$ cat src/rtl/sram_stream_reader_if.sv
// Handshake and bus bundle between the SRAM stream reader, its SRAM read port and the downstream consumer.
// Latency: none, wires only.
// Backpressure: out_ready from the consumer side throttles out_valid on the reader side.
interface sram_stream_reader_if #(
  parameter int ADDR_WIDTH = 8,
  parameter int DATA_WIDTH = 16
);
  logic                  start;
  logic [ADDR_WIDTH-1:0] base_addr;
  logic [ADDR_WIDTH:0]   length;
  logic                  busy;
  logic                  done;
  logic [ADDR_WIDTH-1:0] sram_read_addr;
  logic [DATA_WIDTH-1:0] sram_read_data;
  logic [DATA_WIDTH-1:0] out_data;
  logic                  out_valid;
  logic                  out_ready;
  logic                  out_last;

  // Reader side: consumes commands and SRAM data, produces addresses and the stream.
  modport master (
    input  start, base_addr, length, sram_read_data, out_ready,
    output busy, done, sram_read_addr, out_data, out_valid, out_last
  );

  // Environment side: command source, SRAM and stream consumer.
  modport slave (
    output start, base_addr, length, sram_read_data, out_ready,
    input  busy, done, sram_read_addr, out_data, out_valid, out_last
  );
endinterface

$ cat src/rtl/sram_stream_reader.sv
// Burst read sequencer: issues sequential SRAM addresses and streams the words out with a last flag.
// Latency: first out_valid 3 cycles after the start cycle; 1 word/cycle sustained with out_ready high.
// Backpressure: issue is throttled so FIFO + in-flight never exceeds FIFO_DEPTH. STREAM_READER_PERF_EN adds stall_cycles.
module sram_stream_reader #(
  parameter int ADDR_WIDTH = 8,
  parameter int DATA_WIDTH = 16,
  parameter int FIFO_DEPTH = 2
) (
  input  logic                 clk,
  input  logic                 rst_n,
  sram_stream_reader_if.master bus
`ifdef STREAM_READER_PERF_EN
  ,
  output logic [15:0]          stall_cycles
`endif
);

  localparam int PW = (FIFO_DEPTH > 1) ? $clog2(FIFO_DEPTH) : 1;
  localparam int CW = $clog2(FIFO_DEPTH + 1);
  localparam int LW = ADDR_WIDTH + 1;

  typedef enum logic [1:0] {IDLE, READ, DRAIN} state_t;

  state_t                state;
  logic                  busy_q;
  logic                  done_q;
  logic [ADDR_WIDTH-1:0] addr_q;
  logic [ADDR_WIDTH-1:0] rd_addr_q;
  logic [LW-1:0]         len_q;
  logic [LW-1:0]         issue_cnt;
  logic [LW-1:0]         beat_cnt;
  logic                  inflight;

  // Skid FIFO: each entry carries {last, data}.
  logic [DATA_WIDTH:0]   mem [FIFO_DEPTH];
  logic [PW-1:0]         wr_ptr;
  logic [PW-1:0]         rd_ptr;
  logic [CW-1:0]         fifo_cnt;

  logic                  fifo_empty;
  logic                  pop;
  logic                  push;
  logic                  push_last;
  logic [DATA_WIDTH:0]   head;
  logic                  head_last;
  logic [CW:0]           occ_after_pop;
  logic                  issue;
  logic                  final_issue;
  logic                  finish;
  logic                  accept;

  function automatic logic [PW-1:0] ptr_inc(input logic [PW-1:0] p);
    return (p == PW'(FIFO_DEPTH - 1)) ? '0 : p + PW'(1);
  endfunction

  assign fifo_empty = (fifo_cnt == '0);
  assign pop        = !fifo_empty && bus.out_ready;
  assign push       = inflight;
  assign head       = mem[rd_ptr];
  assign head_last  = head[DATA_WIDTH];
  assign push_last  = (beat_cnt == len_q - LW'(1));
  assign accept     = (state == IDLE) && bus.start;

  // Occupancy counts the word still coming back from the SRAM, so a full FIFO can never be overrun.
  assign occ_after_pop = {1'b0, fifo_cnt} + {{CW{1'b0}}, inflight} - {{CW{1'b0}}, pop};
  assign issue         = (state == READ) && (issue_cnt < len_q) && (occ_after_pop < (CW + 1)'(FIFO_DEPTH));
  assign final_issue   = issue && ((issue_cnt + LW'(1)) == len_q);
  assign finish        = pop && head_last;

  // Burst sequencing: command latch, address issue and completion with registered busy/done.
  always_ff @(posedge clk or negedge rst_n) begin
    if (!rst_n) begin
      state     <= IDLE;
      busy_q    <= 1'b0;
      done_q    <= 1'b0;
      addr_q    <= '0;
      rd_addr_q <= '0;
      len_q     <= '0;
      issue_cnt <= '0;
      inflight  <= 1'b0;
    end else begin
      done_q   <= 1'b0;
      inflight <= issue;
      if (issue) begin
        rd_addr_q <= addr_q;
        addr_q    <= addr_q + ADDR_WIDTH'(1);
        issue_cnt <= issue_cnt + LW'(1);
      end
      case (state)
        IDLE: begin
          if (bus.start) begin
            if (bus.length != '0) begin
              state     <= READ;
              busy_q    <= 1'b1;
              addr_q    <= bus.base_addr;
              len_q     <= bus.length;
              issue_cnt <= '0;
            end else begin
              // Zero-length burst completes immediately without touching the SRAM.
              done_q <= 1'b1;
            end
          end
        end
        READ: begin
          if (finish) begin
            state  <= IDLE;
            busy_q <= 1'b0;
            done_q <= 1'b1;
          end else if (final_issue) begin
            state <= DRAIN;
          end
        end
        DRAIN: begin
          if (finish) begin
            state  <= IDLE;
            busy_q <= 1'b0;
            done_q <= 1'b1;
          end
        end
        default: state <= IDLE;
      endcase
    end
  end

  // Skid FIFO: capture the SRAM word one cycle after issue and tag the final beat.
  always_ff @(posedge clk or negedge rst_n) begin
    if (!rst_n) begin
      for (int i = 0; i < FIFO_DEPTH; i++) mem[i] <= '0;
      wr_ptr   <= '0;
      rd_ptr   <= '0;
      fifo_cnt <= '0;
      beat_cnt <= '0;
    end else begin
      if (accept) beat_cnt <= '0;
      if (push) begin
        mem[wr_ptr] <= {push_last, bus.sram_read_data};
        wr_ptr      <= ptr_inc(wr_ptr);
        beat_cnt    <= beat_cnt + LW'(1);
      end
      if (pop) rd_ptr <= ptr_inc(rd_ptr);
      case ({push, pop})
        2'b10:   fifo_cnt <= fifo_cnt + CW'(1);
        2'b01:   fifo_cnt <= fifo_cnt - CW'(1);
        default: fifo_cnt <= fifo_cnt;
      endcase
    end
  end

`ifdef STREAM_READER_PERF_EN
  // Saturating count of backpressured cycles in the current burst; survives done until the next start.
  always_ff @(posedge clk or negedge rst_n) begin
    if (!rst_n) begin
      stall_cycles <= '0;
    end else if (accept) begin
      stall_cycles <= '0;
    end else if (busy_q && !fifo_empty && !bus.out_ready && (stall_cycles != 16'hFFFF)) begin
      stall_cycles <= stall_cycles + 16'd1;
    end
  end
`endif

  assign bus.busy           = busy_q;
  assign bus.done           = done_q;
  assign bus.sram_read_addr = rd_addr_q;
  assign bus.out_valid      = !fifo_empty;
  assign bus.out_data       = head[DATA_WIDTH-1:0];
  assign bus.out_last       = !fifo_empty && head_last;

endmodule

$ cat src/flat_wrapper.sv
// flat-port wrapper written by rule: the top's interface ports become plain ports
module sram_stream_reader_flat 
#(
  parameter int ADDR_WIDTH = 8,
  parameter int DATA_WIDTH = 16,
  parameter int FIFO_DEPTH = 2
)
  (clk, rst_n, bus_start, bus_base_addr, bus_length, bus_sram_read_data, bus_out_ready, bus_busy, bus_done, bus_sram_read_addr, bus_out_data, bus_out_valid, bus_out_last);
  sram_stream_reader_if #(.ADDR_WIDTH(ADDR_WIDTH), .DATA_WIDTH(DATA_WIDTH)) bus_i ();
  input  logic clk;
  input  logic rst_n;
  input wire logic [$bits(bus_i.start)-1:0] bus_start;
  input wire logic [$bits(bus_i.base_addr)-1:0] bus_base_addr;
  input wire logic [$bits(bus_i.length)-1:0] bus_length;
  input wire logic [$bits(bus_i.sram_read_data)-1:0] bus_sram_read_data;
  input wire logic [$bits(bus_i.out_ready)-1:0] bus_out_ready;
  output wire logic [$bits(bus_i.busy)-1:0] bus_busy;
  output wire logic [$bits(bus_i.done)-1:0] bus_done;
  output wire logic [$bits(bus_i.sram_read_addr)-1:0] bus_sram_read_addr;
  output wire logic [$bits(bus_i.out_data)-1:0] bus_out_data;
  output wire logic [$bits(bus_i.out_valid)-1:0] bus_out_valid;
  output wire logic [$bits(bus_i.out_last)-1:0] bus_out_last;
  assign bus_i.start = bus_start;
  assign bus_i.base_addr = bus_base_addr;
  assign bus_i.length = bus_length;
  assign bus_i.sram_read_data = bus_sram_read_data;
  assign bus_i.out_ready = bus_out_ready;
  assign bus_busy = bus_i.busy;
  assign bus_done = bus_i.done;
  assign bus_sram_read_addr = bus_i.sram_read_addr;
  assign bus_out_data = bus_i.out_data;
  assign bus_out_valid = bus_i.out_valid;
  assign bus_out_last = bus_i.out_last;
  sram_stream_reader #(.ADDR_WIDTH(ADDR_WIDTH), .DATA_WIDTH(DATA_WIDTH), .FIFO_DEPTH(FIFO_DEPTH)) u_core (.clk(clk), .rst_n(rst_n), .bus(bus_i));
endmodule
$ cat config.mk
export PLATFORM = sky130hd
export DESIGN_NAME = sram_stream_reader_flat
export DESIGN_NICKNAME = d
export VERILOG_FILES = /design/src/rtl/sram_stream_reader_if.sv /design/src/rtl/sram_stream_reader.sv /design/src/flat_wrapper.sv
export SDC_FILE = /design/constraint.sdc
export NUM_CORES = 1
export LEC_CHECK = 0
export ABC_CLOCK_PERIOD_IN_PS = 3200
export CORE_ASPECT_RATIO = 1.2
export CORE_UTILIZATION = 45
export DETAILED_ROUTE_END_ITERATION = 7
export PLACE_DENSITY_LB_ADDON = 0.08
export SKIP_CTS_REPAIR_TIMING = 1
export SLEW_MARGIN = 20
export SYNTH_ARGS = -nofsm -noshare
export SYNTH_HDL_FRONTEND = slang
export SYNTH_SLANG_ARGS = --single-unit
$ cat constraint.sdc
create_clock -name clk -period 3.2 [get_ports clk]
set_input_delay 0.8 -clock clk [delete_from_list [all_inputs] [get_ports clk]]
set_output_delay 0.8 -clock clk [all_outputs]
set_load 0.02 [all_outputs]
==> Yosys cells after proc, flatten, opt, wreduce, memory -nomap -nowiden <==
Cells that the tools add are included.
{ "op_classes": {"addsub": 10, "n_lt_le_gt_ge": 5, "n_eq_ne": 11, "muxes": 33, "bitwise_logic": 2, "n_reduce_logical": 19} }
{ "op_table": {"columns": ["op", "count"], "rows": [
  ["17-bit 2-to-1 mux", 4],
  ["9-bit 2-to-1 mux", 6],
  ["34-bit bitwise mux", 1],
  ["8-bit 2-to-1 mux", 4],
  ["9-bit by 1-bit adder with 9-bit output, second input constant", 2],
  ["9-bit == test", 2],
  ["17-bit demux with 1-bit select", 1],
  ["2-bit 2-to-1 mux", 5],
  ["9-bit less-than comparator", 1],
  ["9-bit nonzero test", 1],
  ["9-bit by 1-bit subtractor with 9-bit output, second input constant", 1],
  ["8-bit by 1-bit adder with 8-bit output, second input constant", 1],
  ["1-bit logical AND", 8],
  ["1-bit 2-to-1 mux", 8],
  ["4-bit AND reduction", 2],
  ["2-bit one-hot mux with 3 select lines", 1],
  ["2-bit nonzero test", 3],
  ["2-bit by 1-bit == test with 1-bit output, second input constant", 2],
  ["2-bit == test, second input constant", 2],
  ["2-bit >= comparator, second input constant", 2],
  ["2-bit zero test", 2],
  ["2-bit by 1-bit != test with 1-bit output, second input constant", 2],
  ["2-bit != test, second input constant", 2],
  ["1-bit NOT with 2-bit output", 2],
  ["13 further kinds", 15]
]} }
{ "word_totals": {"register_bits": 86, "input_bits": 37, "out_inout_bits": 28, "word_cells": 94} }

==> Logic depth before layout (Yosys ltp) <==
{ "logic_depth": {"depth_word": 10, "ltp_mapped": 12, "mapped_depth_nobuf": 9} }

==> Least setup slack after synthesis <==
OpenSTA, ideal clock, no wires.
{ "synth_timing": {"path_kind": "register to register", "from": "register u_core.inflight", "to": "register u_core.addr_q[6]", "setup_time_ns": 0.135, "arrival_time_ns": 2.732, "t_required_ns": 3.065, "path_slack_ns": 0.333, "path_stages_with_launch": 13, "n_path_buf": 3, "period_less_slack_ns": 2.867, "cell_sequence": "dfrtp_1 clkbuf_1 clkbuf_1 xor2_1 nand2_1 fa_1 nand3b_1 a211oi_1 buf_2 inv_1 nor4_1 xnor2_1 o21ai_0"} }
{ "synth_via": {"elab_chain_cells": 8} }
{ "synth_lines": {"columns": ["element", "line_no", "rtl"], "rows": [
  ["from (decl)", "sram_stream_reader.sv:32", "logic inflight;"],
  ["from (signal assigned)", "sram_stream_reader.sv:83", "inflight <= issue;"],
  ["2-bit by 1-bit adder with 3-bit output *", "sram_stream_reader.sv:65", "assign occ_after_pop = {1'b0, fifo_cnt} + {{CW{1'b0}}, inflight} - {{CW{1'b0}}, pop};"],
  ["3-bit by 1-bit subtractor with 3-bit output *", "sram_stream_reader.sv:65", null],
  ["3-bit by 2-bit less-than comparator with 1-bit output *", "sram_stream_reader.sv:66", "assign issue = (state == READ) && (issue_cnt < len_q) && (occ_after_pop < (CW + 1)'(FIFO_DEPTH));"],
  ["1-bit logical AND *", "sram_stream_reader.sv:66", null],
  ["8-bit 2-to-1 mux *", "sram_stream_reader.sv:84", "if (issue) begin"],
  ["8-bit 2-to-1 mux", "sram_stream_reader.sv:92", "if (bus.length != '0) begin"],
  ["8-bit 2-to-1 mux", "sram_stream_reader.sv:91", "if (bus.start) begin"],
  ["8-bit 2-to-1 mux *", "sram_stream_reader.sv:89", "case (state)"],
  ["to (signal assigned)", "sram_stream_reader.sv:86", "addr_q <= addr_q + ADDR_WIDTH'(1);"],
  ["to (signal assigned)", "sram_stream_reader.sv:95", "addr_q <= bus.base_addr;"],
  ["to (decl)", "sram_stream_reader.sv:27", "logic [ADDR_WIDTH-1:0] addr_q;"]
]} }
Mark *: on every way between the ends. The rest lies on a longest branch, timed or not.
A chain may end at the register's enable or synchronous reset.

==> Final worst setup path <==
{ "layout_timing": {"from": "input port bus_out_ready", "to": "register u_core.addr_q[7]"} }
{ "layout_via": {"elab_chain_cells": 8} }
{ "layout_lines": {"columns": ["element", "line_no", "rtl"], "rows": [
  ["from (decl)", "flat_wrapper.sv:16", "input wire logic [$bits(bus_i.out_ready)-1:0] bus_out_ready;"],
  ["1-bit logical AND *", "sram_stream_reader.sv:57", "assign pop = !fifo_empty && bus.out_ready;"],
  ["3-bit by 1-bit subtractor with 3-bit output *", "sram_stream_reader.sv:65", null],
  ["3-bit by 2-bit less-than comparator with 1-bit output *", "sram_stream_reader.sv:66", null],
  ["1-bit logical AND *", "sram_stream_reader.sv:66", null],
  ["8-bit 2-to-1 mux *", "sram_stream_reader.sv:84", null],
  ["8-bit 2-to-1 mux", "sram_stream_reader.sv:92", null],
  ["8-bit 2-to-1 mux", "sram_stream_reader.sv:91", null],
  ["8-bit 2-to-1 mux *", "sram_stream_reader.sv:89", null]
]} }
Marked as above.

==> results by group <==
Run status
  • Status: complete, no violations

Pwr
  • Tot Pwr: 5.72 mW
  • Pwr/cell area: 981 nW/um^2
  • Leak: 2.51 nW
  • Peak supply drop: 0.000565 V

Clock tree
  • CTS clk-pin slew, worst paths: 0.06 ns
  • Num CTS Buffers: 9
  • Clk buf depth: 2
  • TritonCTS clock tree: built
  • Skew-Pair Late Insertion Delay: 0.34 ns
  • Sink Count: 86
  • CTS H-tree depth: 3
  • CTS Root Buffer Type: clkbuf_16

STA
  • # setup viols final: 0
  • Clock skew: 0.00484 ns
  • Hold slack final: 0.431 ns
  • Fmax: 334 MHz
  • Final period util: 0.936
  • Relative slew slack: 0.465
  • Slew Limit Fails: 0
  • Minimum clock period: 3.00 ns
  • Actual slew at the worst max-slew pin: 0.801 ns
  • Final hold violation count: 0
  • RSZ-0062 raised after global routing: false

Cells and area
  • Final core occ: 0.580
  • Share of cells above drive strength 1: 0.181
  • Finished Layout Cells: 652
  • Area grow syn2layout: 24.5%
  • Most frequent cells in the layout: 86 x dfrtp_1, 63 x clkdlybuf4s50_1, 55 x mux2_2, 44 x nand2_1, 37 x o21ai_0
  • # nets final: 577
  • Commonest non-fill, non-tap cell in the layout: dfrtp_1
  • Fin area: 5830 sq um
  • ANT cells: 0

Setup path
  • Crit-path cells: clkdlybuf4s50_1, xor2_1, nand2_1, fa_1, nand3b_1, a211oi_2, buf_4, nand3_1, or4_1, nand3_1
  • Critical Path Most Common Cell: nand3_1
  • Family with the most delay on the worst path: simple AND/OR/NAND/NOR gates
  • CP max FO: 6
  • Critical Path Start Type: input pin
  • Worst endpoint data arrival time: 3.27 ns
  • Slowest CP cell: clkdlybuf4s50_1
  • Setup crit end kind: flip-flop
  • CP Buf/Inv Count: 2
  • Crit path kind: in -> reg
  • CP required: 3.47 ns
  • CP max stage delay: 0.51 ns

Synth
  • Xor/xnor cell area share of the yosys netlist: 0.0748
  • Post-Synthesis Cells: 452
  • Synthesized Nets: 507
  • Top area cells in the synthesized netlist: dfrtp_1 46%, mux2_2 13%, ha_1 4.5%
  • Post-synthesis mux area share: 0.141
  • Mapped Area: 4680 sq um
  • Largest family of logic cells by synthesized area: simple AND/OR/NAND/NOR gates
  • Dominant cell type by area after synthesis: dfrtp_1
  • Post-synth EDFFs: 0
  • Fraction of the mapped netlist area in simple logic gates: 0.155
  • Sequential area share after synthesis: 0.459
  • Most used DFF post-synth: dfrtp_1
  • Async SR Flop Fraction: 1.00
  • Ys Warns: 0
  • Compound-Gate Fraction of Synth Area: 0.0841
  • Share of the synthesized area in the top cell type: 0.459
  • Adder-cell share of the synthesized area: 0.0497
  • Number of synthesized register bits: 86
  • Syn Area/Cell: 10.4 sq um
  • Synth unique cells: 51

Routing
  • Post-Route M1 WL: 4.51 mm
  • DR pass1 iterations: 4
  • Max layer used: met4
  • Metal3 WL: 414 microns
  • # DRC: 0
  • 1st-iter DRT viols: 121
  • Overall routed net length: 10.0 mm
  • Metal2 WL: 4.91 mm
  • Post-route ant nets: 0
  • Via-per-instance ratio: 5.45
  • Routed vias: 3,555
  • Avg WL per Cell: 15.4 microns

GRT
  • GR Util All Layers: 0.201
  • Initial antenna violation count: 0
  • Largest net degree at the start of global routing: 49
  • First-pass GRT wire length: 16.9 mm
  • GRT Residual Overflow: 0
  • Vias in the first global route: 3,653

Floorplanning
  • Core Region: 10,100 sq um
  • Num rows: 40
  • Initial Util: 0.466
  • Die area: 10,800 sq um
  • Die span in x: 95.1 microns
  • Chip height: 114 microns
  • # IOs: 65

Run
  • Maxcap violations: 0

Place
  • Routability congestion estimate: 0.830
  • Number of port buffers: 64
  • Final HPWL DP: 7.31 mm
  • Placed cells: 637
  • Placed cell area: 5530 sq um

Worst hold path
  • Worst hold path class: in -> async
-- layout make-up --
type	count	area [sq um]
Clock buffer	11	243
Inverter	23	86.3
Fill cell	923	4230
Sequential cell	86	2150
Timing Repair Buffer	80	771
Tap cell	126	158
Clock inverter	4	47.5
Multi-Input combinational cell	322	2370
-- worst paths after layout --
path | start | end | slack [ns] | cells past startpoint
worst max register to register | u_core.len_q[6] | u_core.state[0] | 0.52 | 9
min in group clk | u_core.bus.sram_read_addr[3] | u_core.bus.sram_read_addr[3] | 0.47 | 2
worst min-delay path | rst_n | u_core.mem[4] | 0.43 | 1
max in group asynchronous | rst_n | u_core.addr_q[3] | 2.12 | 2
worst min register to register | u_core.bus.sram_read_addr[3] | u_core.bus.sram_read_addr[3] | 0.47 | 2
worst max-delay path | bus_out_ready | u_core.addr_q[7] | 0.20 | 10
-- per-stage QoR --
| stage | setup slack, ns | TNS, ns |
|---|---|---|
| after floorplan | 0.333 | 0 |
| after global placement | -0.109 | -0.546 |
| after detailed placement | -0.174 | -1.21 |
| after CTS | 0.172 | 0 |
| after global routing | 0.0635 | 0 |
| final | 0.205 | 0 |
-- cells by family (layout without fill, tap and decap cells) --
kind of cell | count (synthesis) | in the layout
AO/OA/AOI/OAI | 64 | 64
XOR/XNOR | 40 | 40
adder cells (fa/ha/maj) | 18 | 18
buffers and inverters | 44 | 118
flip-flops | 86 | 86
multiplexers | 59 | 59
AND/OR/NAND/NOR | 141 | 141
-- flip-flops by register name, summed over array words and instances (netlist names), 2 cells and up --
| name | cells |
|---|---|
| u_core.beat_cnt | 9 |
| u_core.mem | 34 |
| u_core.addr_q | 8 |
| u_core.len_q | 9 |
| u_core.fifo_cnt | 2 |
| u_core.bus.sram_read_addr | 8 |
| u_core.state | 2 |
| u_core.issue_cnt | 9 |
-- Yosys cell counts (2+ instances only) --
library cell / number
nor4_1: 4
nor3_1: 5
nor2b_1: 2
a21oi_1: 6
o21ai_0: 37
buf_2: 3
inv_1: 23
ha_1: 17
o211ai_1: 3
a211oi_1: 3
xor2_1: 18
mux2_2: 55
nand3_1: 24
and4_1: 3
nor2_1: 25
a21boi_0: 2
and3_1: 6
xnor2_1: 22
or4_1: 2
nand2b_1: 2
mux2i_1: 4
dfrtp_1: 86
nand4b_1: 2
and2_1: 2
clkbuf_1: 17
nand4_1: 10
nand2_1: 44
o21a_1: 2
-- per-layer routing --
layer  GRT usage  up-vias
li1            -     1729
met1       0.251     1744
met2       0.339       65
met3      0.0400       17
met4      0.0768        0
met5           0        -
-- report_power, final --
group	internal [mW]	switching, mW
logic	1.43	1.34
registers	1.54	0.379
clock network	0.619	0.419
total	3.58	2.14
Note: power is estimated with default switching activity, not from simulation.
